$ cat src/rtl/cnna_cnt_pkg.sv
// Shared defaults and slice helper for the cnna nested loop counter.
package cnna_cnt_pkg;
  localparam int C_LEVELS_DEF = 4;
  localparam int C_WIDTH_DEF  = 8;

  // LSB of level lvl inside a packed per-level bus of w-bit fields.
  function automatic int lvl_lsb(input int lvl, input int w);
    return lvl * w;
  endfunction
endpackage

$ cat src/rtl/cm_cnt_lvl.sv
// One nest level: wrap counter whose last flag is derived from the next-state count.
module cm_cnt_lvl #(
  parameter int C_WIDTH = cnna_cnt_pkg::C_WIDTH_DEF
) (
  input  logic               I_clk,
  input  logic               I_rst_n,
  input  logic               I_cnt_en,
  input  logic               I_inc,
  input  logic [C_WIDTH-1:0] I_upper,
  output logic [C_WIDTH-1:0] O_cnt,
  output logic               O_last
);
  logic               small_bnd;
  logic [C_WIDTH-1:0] umax;
  logic [C_WIDTH-1:0] cnt_nxt;
  logic               last_nxt;

  assign small_bnd = (I_upper < C_WIDTH'(2));
  assign umax      = I_upper - C_WIDTH'(1);

  always_comb begin
    cnt_nxt = O_cnt;
    if (!I_cnt_en)  cnt_nxt = '0;
    else if (I_inc) cnt_nxt = O_last ? '0 : O_cnt + C_WIDTH'(1);
    // Bounds 0/1 pin the flag so the level forwards every carry it receives.
    last_nxt = small_bnd | (cnt_nxt == umax);
  end

  always_ff @(posedge I_clk or negedge I_rst_n) begin
    if (!I_rst_n) begin
      O_cnt  <= '0;
      O_last <= 1'b0;
    end else if (!I_cnt_en || I_inc) begin
      O_cnt  <= cnt_nxt;
      O_last <= last_nxt;
    end
  end
endmodule

$ cat src/rtl/cm_cnt_nest.sv
// N-level nested loop counter: per-level wrap counters, carry chain and done pulse.
module cm_cnt_nest
  import cnna_cnt_pkg::*;
#(
  parameter int C_LEVELS = C_LEVELS_DEF,
  parameter int C_WIDTH  = C_WIDTH_DEF
) (
  input  logic                        I_clk,
  input  logic                        I_rst_n,
  input  logic                        I_cnt_en,
  input  logic                        I_cnt_valid,
  input  logic [C_LEVELS*C_WIDTH-1:0] I_cnt_upper,
  output logic [C_LEVELS*C_WIDTH-1:0] O_cnt,
  output logic [C_LEVELS-1:0]         O_last,
  output logic [C_LEVELS-1:0]         O_carry,
  output logic                        O_done
);
  logic                adv;
  logic [C_LEVELS-1:0] inc;

  assign adv = I_cnt_en & I_cnt_valid;

  for (genvar g = 0; g < C_LEVELS; g++) begin : g_lvl
    if (g == 0) begin : g_in
      assign inc[g] = adv;
    end else begin : g_in
      assign inc[g] = O_carry[g-1];
    end
    assign O_carry[g] = inc[g] & O_last[g];

    cm_cnt_lvl #(.C_WIDTH(C_WIDTH)) u_lvl (
      .I_clk    (I_clk),
      .I_rst_n  (I_rst_n),
      .I_cnt_en (I_cnt_en),
      .I_inc    (inc[g]),
      .I_upper  (I_cnt_upper[lvl_lsb(g, C_WIDTH) +: C_WIDTH]),
      .O_cnt    (O_cnt[lvl_lsb(g, C_WIDTH) +: C_WIDTH]),
      .O_last   (O_last[g])
    );
  end

  // Carry already includes I_cnt_en, so a clear on the wrap edge suppresses done.
  always_ff @(posedge I_clk or negedge I_rst_n) begin
    if (!I_rst_n) O_done <= 1'b0;
    else          O_done <= O_carry[C_LEVELS-1];
  end
endmodule

$ cat config.mk
export PLATFORM = sky130hd
export DESIGN_NAME = cm_cnt_nest
export DESIGN_NICKNAME = d
export VERILOG_FILES = /design/src/rtl/cnna_cnt_pkg.sv /design/src/rtl/cm_cnt_lvl.sv /design/src/rtl/cm_cnt_nest.sv
export SDC_FILE = /design/constraint.sdc
export NUM_CORES = 1
export LEC_CHECK = 0
export CAP_MARGIN = 0
export CORE_ASPECT_RATIO = 2
export CORE_MARGIN = 4
export CORE_UTILIZATION = 45
export CTS_BUF_LIST = sky130_fd_sc_hd__clkbuf_8
export DETAILED_ROUTE_END_ITERATION = 7
export HOLD_SLACK_MARGIN = 0.12
export PLACE_DENSITY = 0.75
export SYNTH_ARGS = -nofsm -noshare
export SYNTH_HDL_FRONTEND = slang
export SYNTH_SLANG_ARGS = --single-unit
$ cat constraint.sdc
create_clock -name I_clk -period 4.1 [get_ports I_clk]
set_input_delay 0.41 -clock I_clk [delete_from_list [all_inputs] [get_ports I_clk]]
set_output_delay 0.41 -clock I_clk [all_outputs]
set_load 0.05 [all_outputs]
==> summary.md, run 1 <==
| Metric | Value |
|---|---|
| Result of the run | `finished clean` |
| Highest clock frequency the design can meet | `309.1 MHz` |
| Number of nets still failing antenna checks after routing | `0` |
| Placed instance count | `485` |
| Leakage dissipation | `1.459 nW` |
| Number of optimization iterations in the first detailed-route pass | `4` |
| Number of buffers inserted by port buffering | `76` |
| Avg Synthesized Cell Area | `8.602 µm²` |
| H-tree Lvls | `2` |
| Post-DR vias/cell | `around 5.4` |
| Number of flops mapped to enable cells by yosys | `0` |
| Max_cap viols | `0` |
| FF-to-FF setup slack | `about 1500 ps` |
| Number of filler instances in the final layout | `around 580` |
| Category of the worst setup path launch point | `input pin` |
| Total clock sinks | `37` |
| CP endpoint kind | `primary output` |
| CTS tree | `yes` |
| Wire length per cell | `14.52 µm` |
| Worst hold-check slack | `221.7 ps` |
| Starting density of the core | `0.4604` |
| Clock latency reported for the late side of the worst-skew pair | `around 300 ps` |
| Count of state elements after synthesis | `37` |
| Synth async-reset ratio | `1.000` |
| Unrepaired setup endpoints after global routing | `no` |
| Critical Setup Path Class | `input pin to primary output` |
| Number of antenna violations at the first check in global routing | `0` |
| DR iter-0 viols | `121` |
| Remaining Overflow, GRT | `0` |
| Worst-case setup slack after placement | `823.1 ps` |
| PD cells | `between 200 and 250 nW/µm²` |
| Post-synthesis instance area | `2882 µm²` |
| GRT Resource Usage Total | `0.1907` |
| Post-synthesis net count | `about 380` |
| First-pass GRT wire length | `11.59 mm` |
| Width of the die | `64.59 µm` |
| Final worst path period need | `3235 ps` |
| HPWL after detailed placement | `between 5 and 6 mm` |
| CP Data Arrival Time | `2830 ps` |
| Total number of vias | `approximately 2700` |
| Setup-violating endpoint count in the final report | `0` |
| Warning count from the yosys run | `0` |
| Cells after synthesis | `between 300 and 400` |
| Dominant register cell in the synthesized netlist | `sky130_fd_sc_hd__dfrtp_1` |
| Core Footprint | `6259 µm²` |
| GPL Wtd Cong | `0.8158` |
| Share of final-layout standard cells stronger than drive strength 1 | `0.04926` |
| Clock transition at the registers of the reported paths | `70 ps` |
| Post-route insts no fill | `492` |
| Post-layout instance area | `3750 µm²` |
| Die H | `~120 µm` |
| Count of final hold-check violations | `0` |
| Period utilization | `0.7891` |
| Design Power | `between 0.7 and 0.8 mW` |
| # nets final | `450` |
| Diodes inserted | `0` |
| Leading cell types in the layout, fill and taps excluded | `sky130_fd_sc_hd__clkdlybuf4s50_1 (75), sky130_fd_sc_hd__xnor2_1 (46), sky130_fd_sc_hd__dfrtp_1 (37), sky130_fd_sc_hd__nor2_1 (33), sky130_fd_sc_hd__nand2_1 (22)` |
| Count of buffers added by post-CTS timing repair for setup | `0` |
| Largest net degree at the start of global routing | `38` |
| Transition time at the pin with the least slew margin | `865.0 ps` |
| Min setup slack post-route | `864.9 ps` |
| Most common library cell in the layout ignoring fill and taps | `sky130_fd_sc_hd__clkdlybuf4s50_1` |
| Hold crit path type | `input pin to async pin` |
| Fin Clk Skew | `8.334 ps` |
| Endpoint of the most critical register-to-register path | `g_lvl[3].u_lvl.O_last$_DFFE_PN0P_` |
| Placement-stage cell area | `3664 µm²` |
| Reg2Reg Launch Point | `g_lvl[0].u_lvl.O_last$_DFFE_PN0P_` |
| Worst max-slew margin expressed relative to the limit | `0.4233` |
| Clock root buffer master | `sky130_fd_sc_hd__clkbuf_8` |
| Final TNS setup | `0 ps` |
| Worst vdd ir | `200.9 µV` |
| Number of buffers created by CTS | `5` |
| Via count of the first global-routing pass | `2562` |
| Post-cts gate resize count | `0` |
| Sequential-to-total area share from yosys stat | `0.3213` |
| Final core utilization | `0.5992` |
| Number of unique standard cell types used by synthesis | `47` |
| Reg2Reg Depth | `7` |
| Total Routed Length | `7.143 mm` |
| Final-report max-slew violation count | `0` |
| Worst-path maximum fanout | `13` |
| Residual DRC count | `0` |
| DIE AREA | `7825 µm²` |
| Clk buf depth | `2` |
| Data required, critical path | `roughly 3700 ps` |
| Top-level I/O count | `77` |
| Cts-stage hold buffer count | `0` |
| Growth of design area from synthesis to finish | `30.13%` |
| Standard-cell row count | `41` |
## routing by layer
metal  GRT usage  wire (µm)
met5           0          0
met4     0.08874        182
met3     0.02780        200
met2      0.3756       4208
met1      0.1865       2551
## area by class of cell
cell class,count,area [µm²],area share
clock buffer,6,82.58,0.02202
multi-input combinational,268,1803,0.4808
inverter,17,63.81,0.01702
timing repair buffer,77,763.2,0.2035
tap,86,107.6,0.02870
sequential,37,925.9,0.2469
clock inverter,1,3.754,0.001001
## cells by family (layout without fill, tap and decap cells)
logic type	count (synthesis)	count (layout)	share of synthesized area
simple gates	144	144	0.2736
xor+xnor	61	61	0.1854
compound gates	47	47	0.1029
flops	37	37	0.3213
buf+inv	30	101	0.05298
fa+ha+maj	8	8	0.03474
mux	8	8	0.02909
## sequential cells by signal, summed over array words and instances, names as in the netlist
register / flops
O_done: 1
g_lvl.u_lvl.O_cnt: 32
g_lvl.u_lvl.O_last: 4
## report_power, final
part           switching, mW  internal, mW  total [mW]
clock network          0.127         0.131       0.258
registers            0.00952         0.368       0.378
logic                 0.0826        0.0761       0.159
## cell usage after synthesis (2+ instances only)
cell type,count,area share
sky130_fd_sc_hd__nand4b_1,3,0.0091
sky130_fd_sc_hd__nor3_1,18,0.031
sky130_fd_sc_hd__nand3_1,11,0.019
sky130_fd_sc_hd__or3_1,11,0.024
sky130_fd_sc_hd__a21oi_1,13,0.023
sky130_fd_sc_hd__nand3b_1,4,0.010
sky130_fd_sc_hd__nand2_1,22,0.029
sky130_fd_sc_hd__and3_1,6,0.013
sky130_fd_sc_hd__clkbuf_1,2,0.0026
sky130_fd_sc_hd__or4b_1,2,0.0069
sky130_fd_sc_hd__dfrtp_1,37,0.32
sky130_fd_sc_hd__nand2b_1,2,0.0043
sky130_fd_sc_hd__nor4_1,3,0.0065
sky130_fd_sc_hd__nor2_1,33,0.043
sky130_fd_sc_hd__mux2i_1,5,0.017
sky130_fd_sc_hd__nor2b_1,3,0.0065
sky130_fd_sc_hd__xnor2_1,46,0.14
sky130_fd_sc_hd__buf_4,8,0.021
sky130_fd_sc_hd__a21oi_2,4,0.012
sky130_fd_sc_hd__o31ai_1,4,0.010
sky130_fd_sc_hd__or4_1,4,0.010
sky130_fd_sc_hd__buf_2,2,0.0035
sky130_fd_sc_hd__xor2_1,15,0.046
sky130_fd_sc_hd__inv_1,17,0.022
sky130_fd_sc_hd__nand4_1,13,0.028
sky130_fd_sc_hd__a31oi_1,3,0.0065
sky130_fd_sc_hd__ha_1,8,0.035
sky130_fd_sc_hd__o21ai_0,15,0.026
sky130_fd_sc_hd__mux2_2,3,0.012
## worst max-delay path: stages
cell and delay (ps):
sky130_fd_sc_hd__clkdlybuf4s50_1 710, sky130_fd_sc_hd__nand3_1 360, sky130_fd_sc_hd__inv_1 160, sky130_fd_sc_hd__and3_1 220
sky130_fd_sc_hd__and2_1 160, sky130_fd_sc_hd__clkdlybuf4s50_1 800
## worst max-delay path by stage
| stage | from | endpoint | slack (ps) |
|---|---|---|---|
| 3_5_place_dp | I_cnt_en | O_carry[3] | 820 |
| 5_1_grt | I_cnt_en | O_carry[3] | 680 |
| 6_report | I_cnt_en | O_carry[3] | 860 |
| 2_1_floorplan | g_lvl[1].u_lvl.O_cnt[2]$_DFFE_PN0P_ | g_lvl[1].u_lvl.O_last$_DFFE_PN0P_ | 1760 |
| 4_1_cts | I_cnt_en | O_carry[3] | 820 |
| 3_3_place_gp | I_cnt_en | O_carry[3] | 910 |
Power figures use the tool's default switching activity.
==> run 2: changes to the inputs <==
PLACE_DENSITY = 0.78   (was 0.75)
clock period = 2.82 ns   (was 4.1 ns; I/O delays follow)
==> run 2 against run 1 <==
  * Cell count up 2.0%
  * Sequential cell count unchanged
  * Combinational power up 52%
  * First-iteration DRC count up 64%
  * Hold slack worse by 130 ps
  * Count of clock-buffer cells in the layout up 1
  * Via count up 2.0%
  * Register-to-register slack worse by 1000 ps
  * Final area up 3.3%
  * Highest routed layer unchanged
==> summary.md, run 2 (synthesized netlist as in run 1, its figures left out) <==
| Metric | Value |
|---|---|
| Worst max-slew margin expressed relative to the limit | `0.4269 (+0.003582)` |
| # nets final | `459 (+2.0%)` |
| Number of nets still failing antenna checks after routing | `0 (unchanged)` |
| Design Power | `1.204 mW (+52%)` |
| Leakage dissipation | `1.527 nW (+4.6%)` |
| First-pass GRT wire length | `12.48 mm (+7.7%)` |
| Data required, critical path | `2540 ps (-1150 ps)` |
| Number of filler instances in the final layout | `572 (-1.5%)` |
| CP peak stage delay | `570 ps (-230 ps)` |
| Leading registers by flop count | `g_lvl.u_lvl.O_cnt (32), g_lvl.u_lvl.O_last (4), O_done (1)` |
| Endpoint of the most critical register-to-register path | `g_lvl[1].u_lvl.O_last$_DFFE_PN0P_` |
| Fin Clk Skew | `6.999 ps (-1.335 ps)` |
| Transition time at the pin with the least slew margin | `859.6 ps (-5.372 ps)` |
| Number of optimization iterations in the first detailed-route pass | `4 (unchanged)` |
| Register bank with the most flops | `g_lvl.u_lvl.O_cnt` |
| Worst-path maximum fanout | `8 (-5)` |
| Wire length per cell | `14.84 µm (+2.2%)` |
| Number of buffers inserted by port buffering | `76 (unchanged)` |
| Count of final hold-check violations | `0 (unchanged)` |
| Hold crit path type | `input pin to async pin` |
| Clock latency reported for the late side of the worst-skew pair | `290 ps (about the same)` |
| Residual DRC count | `0 (unchanged)` |
| GPL Wtd Cong | `0.9063 (+11%)` |
| CP Data Arrival Time | `2070 ps (-760 ps)` |
| PD cells | `310.9 nW/µm² (+47%)` |
| Setup-violating endpoint count in the final report | `0 (unchanged)` |
| Worst-path cell chain | `nand3_1 -> buf_4 -> inv_1 -> and3_1 -> and2_1 -> buf_12` |
| Highest clock frequency the design can meet | `424.4 MHz` |
| Number of buffers created by CTS | `5 (unchanged)` |
| Standard-cell row count | `41 (unchanged)` |
| Share of final-layout standard cells stronger than drive strength 1 | `0.08413 (+0.03487)` |
| Flip-flop count of the largest register after layout | `32 (unchanged)` |
| Reg2Reg Depth | `7 (unchanged)` |
| Diodes inserted | `0 (unchanged)` |
| Number of antenna violations at the first check in global routing | `0 (unchanged)` |
| Final worst path period need | `2356 ps` |
| Multi-input combinational cell area | `1803 µm² (unchanged)` |
| Cell with the biggest individual delay on the critical path | `sky130_fd_sc_hd__dfrtp_1` |
| Width of the die | `64.59 µm (unchanged)` |
| Total number of vias | `2719 (+2.0%)` |
| Clk buf depth | `2 (unchanged)` |
| CP endpoint kind | `primary output` |
| Post-route insts no fill | `502 (+2.0%)` |
| Period utilization | `0.8356` |
| Unrepaired setup endpoints after global routing | `no` |
| Clock transition at the registers of the reported paths | `70 ps (about the same)` |
| Largest net degree at the start of global routing | `38 (unchanged)` |
| CTS tree | `yes` |
| Critical Setup Path Class | `flop to primary output` |
| FF-to-FF setup slack | `490 ps (-1020 ps)` |
| Flip-flop and latch area | `925.9 µm² (unchanged)` |
| Result of the run | `finished clean` |
| Cts-stage hold buffer count | `0 (unchanged)` |
| Top-level I/O count | `77 (unchanged)` |
| Starting density of the core | `0.4604 (unchanged)` |
| Total clock sinks | `37 (unchanged)` |
| Total Routed Length | `7.450 mm (+4.3%)` |
| Most common library cell in the layout ignoring fill and taps | `sky130_fd_sc_hd__clkdlybuf4s50_1` |
| Clock root buffer master | `sky130_fd_sc_hd__clkbuf_8` |
| Max_cap viols | `0 (unchanged)` |
| Final TNS setup | `0 ps (unchanged)` |
| Post-DR vias/cell | `5.416 (about the same)` |
| Count of buffers added by post-CTS timing repair for setup | `0 (unchanged)` |
| Post-cts gate resize count | `0 (unchanged)` |
| DR iter-0 viols | `198 (+64%)` |
| HPWL after detailed placement | `6.060 mm (+5.8%)` |
| Placement-stage cell area | `3771 µm² (+2.9%)` |
| Growth of design area from synthesis to finish | `34.39%` |
| Leading cell types in the layout, fill and taps excluded | `sky130_fd_sc_hd__clkdlybuf4s50_1 (71), sky130_fd_sc_hd__xnor2_1 (46), sky130_fd_sc_hd__dfrtp_1 (37), sky130_fd_sc_hd__nor2_1 (33), sky130_fd_sc_hd__nand2_1 (22)` |
| DIE AREA | `7825 µm² (unchanged)` |
| Worst vdd ir | `270.4 µV (+35%)` |
| Reg2Reg Launch Point | `g_lvl[0].u_lvl.O_last$_DFFE_PN0P_` |
| H-tree Lvls | `2 (unchanged)` |
| Core Footprint | `6259 µm² (unchanged)` |
| Startpoint of the worst setup timing path | `g_lvl[0].u_lvl.O_last$_DFFE_PN0P_` |
| Remaining Overflow, GRT | `0 (unchanged)` |
| Via count of the first global-routing pass | `2825 (+10%)` |
| Post-layout instance area | `3872 µm² (+3.3%)` |
| Die H | `121.2 µm (unchanged)` |
| Placed instance count | `494 (+1.9%)` |
| Final-report max-slew violation count | `0 (unchanged)` |
| GRT Resource Usage Total | `0.2041 (+0.01345)` |
| Category of the worst setup path launch point | `flop` |
run 2: stage by stage:
stage / setup WS [ps] / hold WS [ps] / utilization
after floorplan: 482.5 / -13.59 / -
after global placement: 283.3 / 433.1 / 0.6026
after detailed placement: 216.3 / 444.6 / 0.6026
after CTS: 447.2 / 124.1 / 0.6188
after global routing: 353.5 / 166.9 / 0.6188
final: 463.6 / 94.99 / 0.6188
run 2: worst max path at each step:
stage	cells past startpoint	slack, ps	to
after floorplan	7	480	g_lvl[1].u_lvl.O_last$_DFFE_PN0P_
after detailed placement	9	220	g_lvl[2].u_lvl.O_last$_DFFE_PN0P_
after CTS	6	450	O_carry[3]
final	6	460	O_carry[3]
after global routing	9	350	g_lvl[2].u_lvl.O_last$_DFFE_PN0P_
after global placement	9	280	g_lvl[2].u_lvl.O_last$_DFFE_PN0P_
run 2: report_power, final:
group          internal, mW  leakage [nW]  total [mW]  switching (mW)
Combinational         0.117         0.959       0.242           0.125
Sequential            0.535         0.513       0.547          0.0123
Clock                 0.221        0.0542       0.414           0.193
run 2: metal layers:
| layer | track usage | up-vias | routed length [µm] | share of wire |
|---|---|---|---|---|
| met4 | 0.1179 | 0 | 265 | 0.036 |
| met3 | 0.02873 | 21 | 206 | 0.028 |
| met2 | 0.4061 | 65 | 4408 | 0.59 |
| met5 | 0 | - | 0 | 0 |
| li1 | - | 1333 | - | - |
| met1 | 0.1865 | 1300 | 2568 | 0.34 |
run 2: final cells by class:
type | instances | share of cell area
Clock buffer | 7 | 0.02488
Timing Repair Buffer | 86 | 0.2249
Multi-Input combinational cell | 268 | 0.4656
Clock inverter | 1 | 0.001292
Tap cell | 86 | 0.02779
Inverter | 17 | 0.01648
Sequential cell | 37 | 0.2391
run 2: critical path, delay by kind of cell (launching register included):
kind | cells | cell delay [ps]
AND/OR/NAND/NOR | 3 | 730
buffers and inverters | 3 | 490
flip-flops | 1 | 570
==> run 3: changes to the inputs <==
PLACE_DENSITY = 0.75   (was 0.78)
clock period = 2.4 ns   (was 2.82 ns; I/O delays follow)
==> run 3 against run 2 <==
  * Final area up 4.3%
  * Sequential share of layout area is 0.95 points lower
  * Combinational power up 24%
  * Critical path depth is 2 higher
  * Sequential power is 18% higher
  * Sequential cell count stayed put
  * Non-clock buffer count grew 22
  * Via count up 2.7%
  * Power is 15% higher
  * Largest cell class unchanged
  * Largest power group unchanged
==> summary.md, run 3 (synthesized netlist as in run 1, its figures left out) <==
| Metric | Value |
|---|---|
| Fin Clk Skew | `6.672 ps (-0.3275 ps)` |
| # nets final | `481 (+4.8%)` |
| CP Data Arrival Time | `2440 ps (+370 ps)` |
| Number of buffers inserted by port buffering | `76 (unchanged)` |
| Leading registers by flop count | `g_lvl.u_lvl.O_cnt (32), g_lvl.u_lvl.O_last (4), O_done (1)` |
| Design Power | `1.380 mW (+15%)` |
| FF-to-FF setup slack | `160 ps (-330 ps)` |
| Clk buf depth | `2 (unchanged)` |
| Share of final-layout standard cells stronger than drive strength 1 | `0.1304 (+0.04630)` |
| Hold crit path type | `flop to flop` |
| Starting density of the core | `0.4604 (unchanged)` |
| GRT Resource Usage Total | `0.1992 (-0.004917)` |
| Number of filler instances in the final layout | `549 (-4.0%)` |
| Leading cell types in the layout, fill and taps excluded | `sky130_fd_sc_hd__clkdlybuf4s50_1 (71), sky130_fd_sc_hd__xnor2_1 (45), sky130_fd_sc_hd__dfrtp_1 (36), sky130_fd_sc_hd__nor2_1 (33), sky130_fd_sc_hd__buf_4 (31)` |
| Period utilization | `0.9347` |
| Number of antenna violations at the first check in global routing | `0 (unchanged)` |
| Clock latency reported for the late side of the worst-skew pair | `290 ps (about the same)` |
| DR iter-0 viols | `127 (-36%)` |
| Max_cap viols | `0 (unchanged)` |
| Standard-cell row count | `41 (unchanged)` |
| Number of optimization iterations in the first detailed-route pass | `6 (+2)` |
| Min setup slack post-route | `156.7 ps (-306.9 ps)` |
| Top-level I/O count | `77 (unchanged)` |
| DIE AREA | `7825 µm² (unchanged)` |
| Critical Setup Path Class | `flop to flop` |
| Final TNS setup | `0 ps (unchanged)` |
| Number of nets still failing antenna checks after routing | `0 (unchanged)` |
| PD cells | `341.8 nW/µm² (+9.9%)` |
| Final-report max-slew violation count | `0 (unchanged)` |
| First-pass GRT wire length | `12.38 mm (-0.83%)` |
| Total number of vias | `2793 (+2.7%)` |
| Number of buffers created by CTS | `5 (unchanged)` |
| Worst vdd ir | `309.6 µV (+15%)` |
| Leakage dissipation | `1.629 nW (+6.7%)` |
| Worst-path maximum fanout | `6 (-2)` |
| Worst-path cell chain | `buf_4 -> nand4_1 -> nor2_1 -> and3_1 -> o2bb2a_1 -> xor2_1 -> mux2_2 -> o31ai_1` |
| Wire length per cell | `14.22 µm (-4.2%)` |
| H-tree Lvls | `2 (unchanged)` |
| Worst-case setup slack after placement | `-161.7 ps (-378.0 ps)` |
| Data required, critical path | `2600 ps (+60 ps)` |
| HPWL after detailed placement | `6.117 mm (+0.93%)` |
| CP peak stage delay | `430 ps (-140 ps)` |
| Width of the die | `64.59 µm (unchanged)` |
| Total Routed Length | `7.435 mm (-0.20%)` |
| Post-DR vias/cell | `5.340 (-1.4%)` |
| Transition time at the pin with the least slew margin | `861.8 ps (+2.156 ps)` |
| Count of final hold-check violations | `0 (unchanged)` |
| Flip-flop count of the largest register after layout | `32 (unchanged)` |
| CTS tree | `yes` |
| Result of the run | `finished clean` |
| Highest clock frequency the design can meet | `445.8 MHz` |
| Clock transition at the registers of the reported paths | `70 ps (about the same)` |
| Residual DRC count | `0 (unchanged)` |
| GPL Wtd Cong | `0.8698 (-4.0%)` |
| Growth of design area from synthesis to finish | `40.12%` |
| Placed instance count | `515 (+4.3%)` |
| Worst max-slew margin expressed relative to the limit | `0.4255 (-0.001438)` |
| Post-route insts no fill | `523 (+4.2%)` |
| Category of the worst setup path launch point | `flop` |
| Cell with the biggest individual delay on the critical path | `sky130_fd_sc_hd__dfrtp_1` |
| Remaining Overflow, GRT | `0 (unchanged)` |
| Die H | `121.2 µm (unchanged)` |
| Final worst path period need | `2243 ps` |
| Register bank with the most flops | `g_lvl.u_lvl.O_cnt` |
| Placement-stage cell area | `3929 µm² (+4.2%)` |
| Largest net degree at the start of global routing | `38 (unchanged)` |
| Diodes inserted | `0 (unchanged)` |
| Most common library cell in the layout ignoring fill and taps | `sky130_fd_sc_hd__clkdlybuf4s50_1` |
| Post-layout instance area | `4038 µm² (+4.3%)` |
| Combined buffer and inverter count along the critical path | `1 (-2)` |
| Total clock sinks | `37 (unchanged)` |
| Setup-violating endpoint count in the final report | `0 (unchanged)` |
| CP endpoint kind | `flop` |
| Via count of the first global-routing pass | `2802 (-0.81%)` |
| Clock root buffer master | `sky130_fd_sc_hd__clkbuf_8` |
| Core Footprint | `6259 µm² (unchanged)` |
| Crit path max-delay family | `simple AND/OR/NAND/NOR gates` |
## run 3: cell types whose count changed in the layout (fill, tap and decap cells not counted), sizes merged
cell,previous run,this run
buf,15,36
clkbuf,7,6
clkinv,1,0
dlygate4sd3,0,1
inv,17,18
## run 3: cell type report
class	count	area, µm²	area share
sequential	37	927.1	0.2296
timing repair buffer	108	1039	0.2572
tap	86	107.6	0.02665
clock inverter	1	3.754	0.0009297
clock buffer	6	82.58	0.02045
multi-input combinational	268	1814	0.4493
inverter	17	63.81	0.01580
## run 3: power by group
group	switching (mW)	internal, mW	total, mW
combinational	0.149	0.150	0.300
sequential	0.0141	0.629	0.643
clock	0.213	0.223	0.437
total	0.377	1.00	1.38
## run 3: worst paths after layout
kind / end / cells after the start / start
max: g_lvl[3].u_lvl.O_last$_DFFE_PN0P_ / 8 / g_lvl[0].u_lvl.O_last$_DFFE_PN0P_
min: g_lvl[3].u_lvl.O_cnt[7]$_DFFE_PN0P_ / 2 / g_lvl[3].u_lvl.O_cnt[7]$_DFFE_PN0P_
max reg2reg: g_lvl[3].u_lvl.O_last$_DFFE_PN0P_ / 8 / g_lvl[0].u_lvl.O_last$_DFFE_PN0P_
max in group asynchronous: g_lvl[1].u_lvl.O_last$_DFFE_PN0P_ / 2 / I_rst_n
min in group asynchronous: g_lvl[1].u_lvl.O_cnt[6]$_DFFE_PN0P_ / 2 / I_rst_n
min reg2reg: g_lvl[3].u_lvl.O_cnt[7]$_DFFE_PN0P_ / 2 / g_lvl[3].u_lvl.O_cnt[7]$_DFFE_PN0P_
## run 3: what timing repair did
action / CTS / global route
resized for setup: 0 / 3
hold buffers: 1 / 0
setup endpoints to repair: 0 / 2
setup buffers: 0 / 0
hold endpoints to repair: 37 / 0
## run 3: tightest hold or removal path, delay by kind of cell, from the launching register on
family           cells  cell delay [ps]
flip-flops           1              360
XOR/XNOR             1              120
AND/OR/NAND/NOR      1               60
## run 3: per-stage QoR
stage          hold WS, ps  utilization
2_1_floorplan       -55.59            -
6_report             573.8       0.6451
3_3_place_gp         387.4       0.6277
5_1_grt              636.7       0.6451
4_1_cts              581.3       0.6431
3_5_place_dp         400.2       0.6277
## run 3: per-layer routing
| metal | share of wire | up-vias | global-route usage |
|---|---|---|---|
| li1 | - | 1378 | - |
| met1 | 0.36 | 1341 | 0.2057 |
| met2 | 0.59 | 64 | 0.3912 |
| met3 | 0.030 | 10 | 0.02873 |
| met4 | 0.020 | 0 | 0.07152 |
| met5 | 0 | - | 0 |
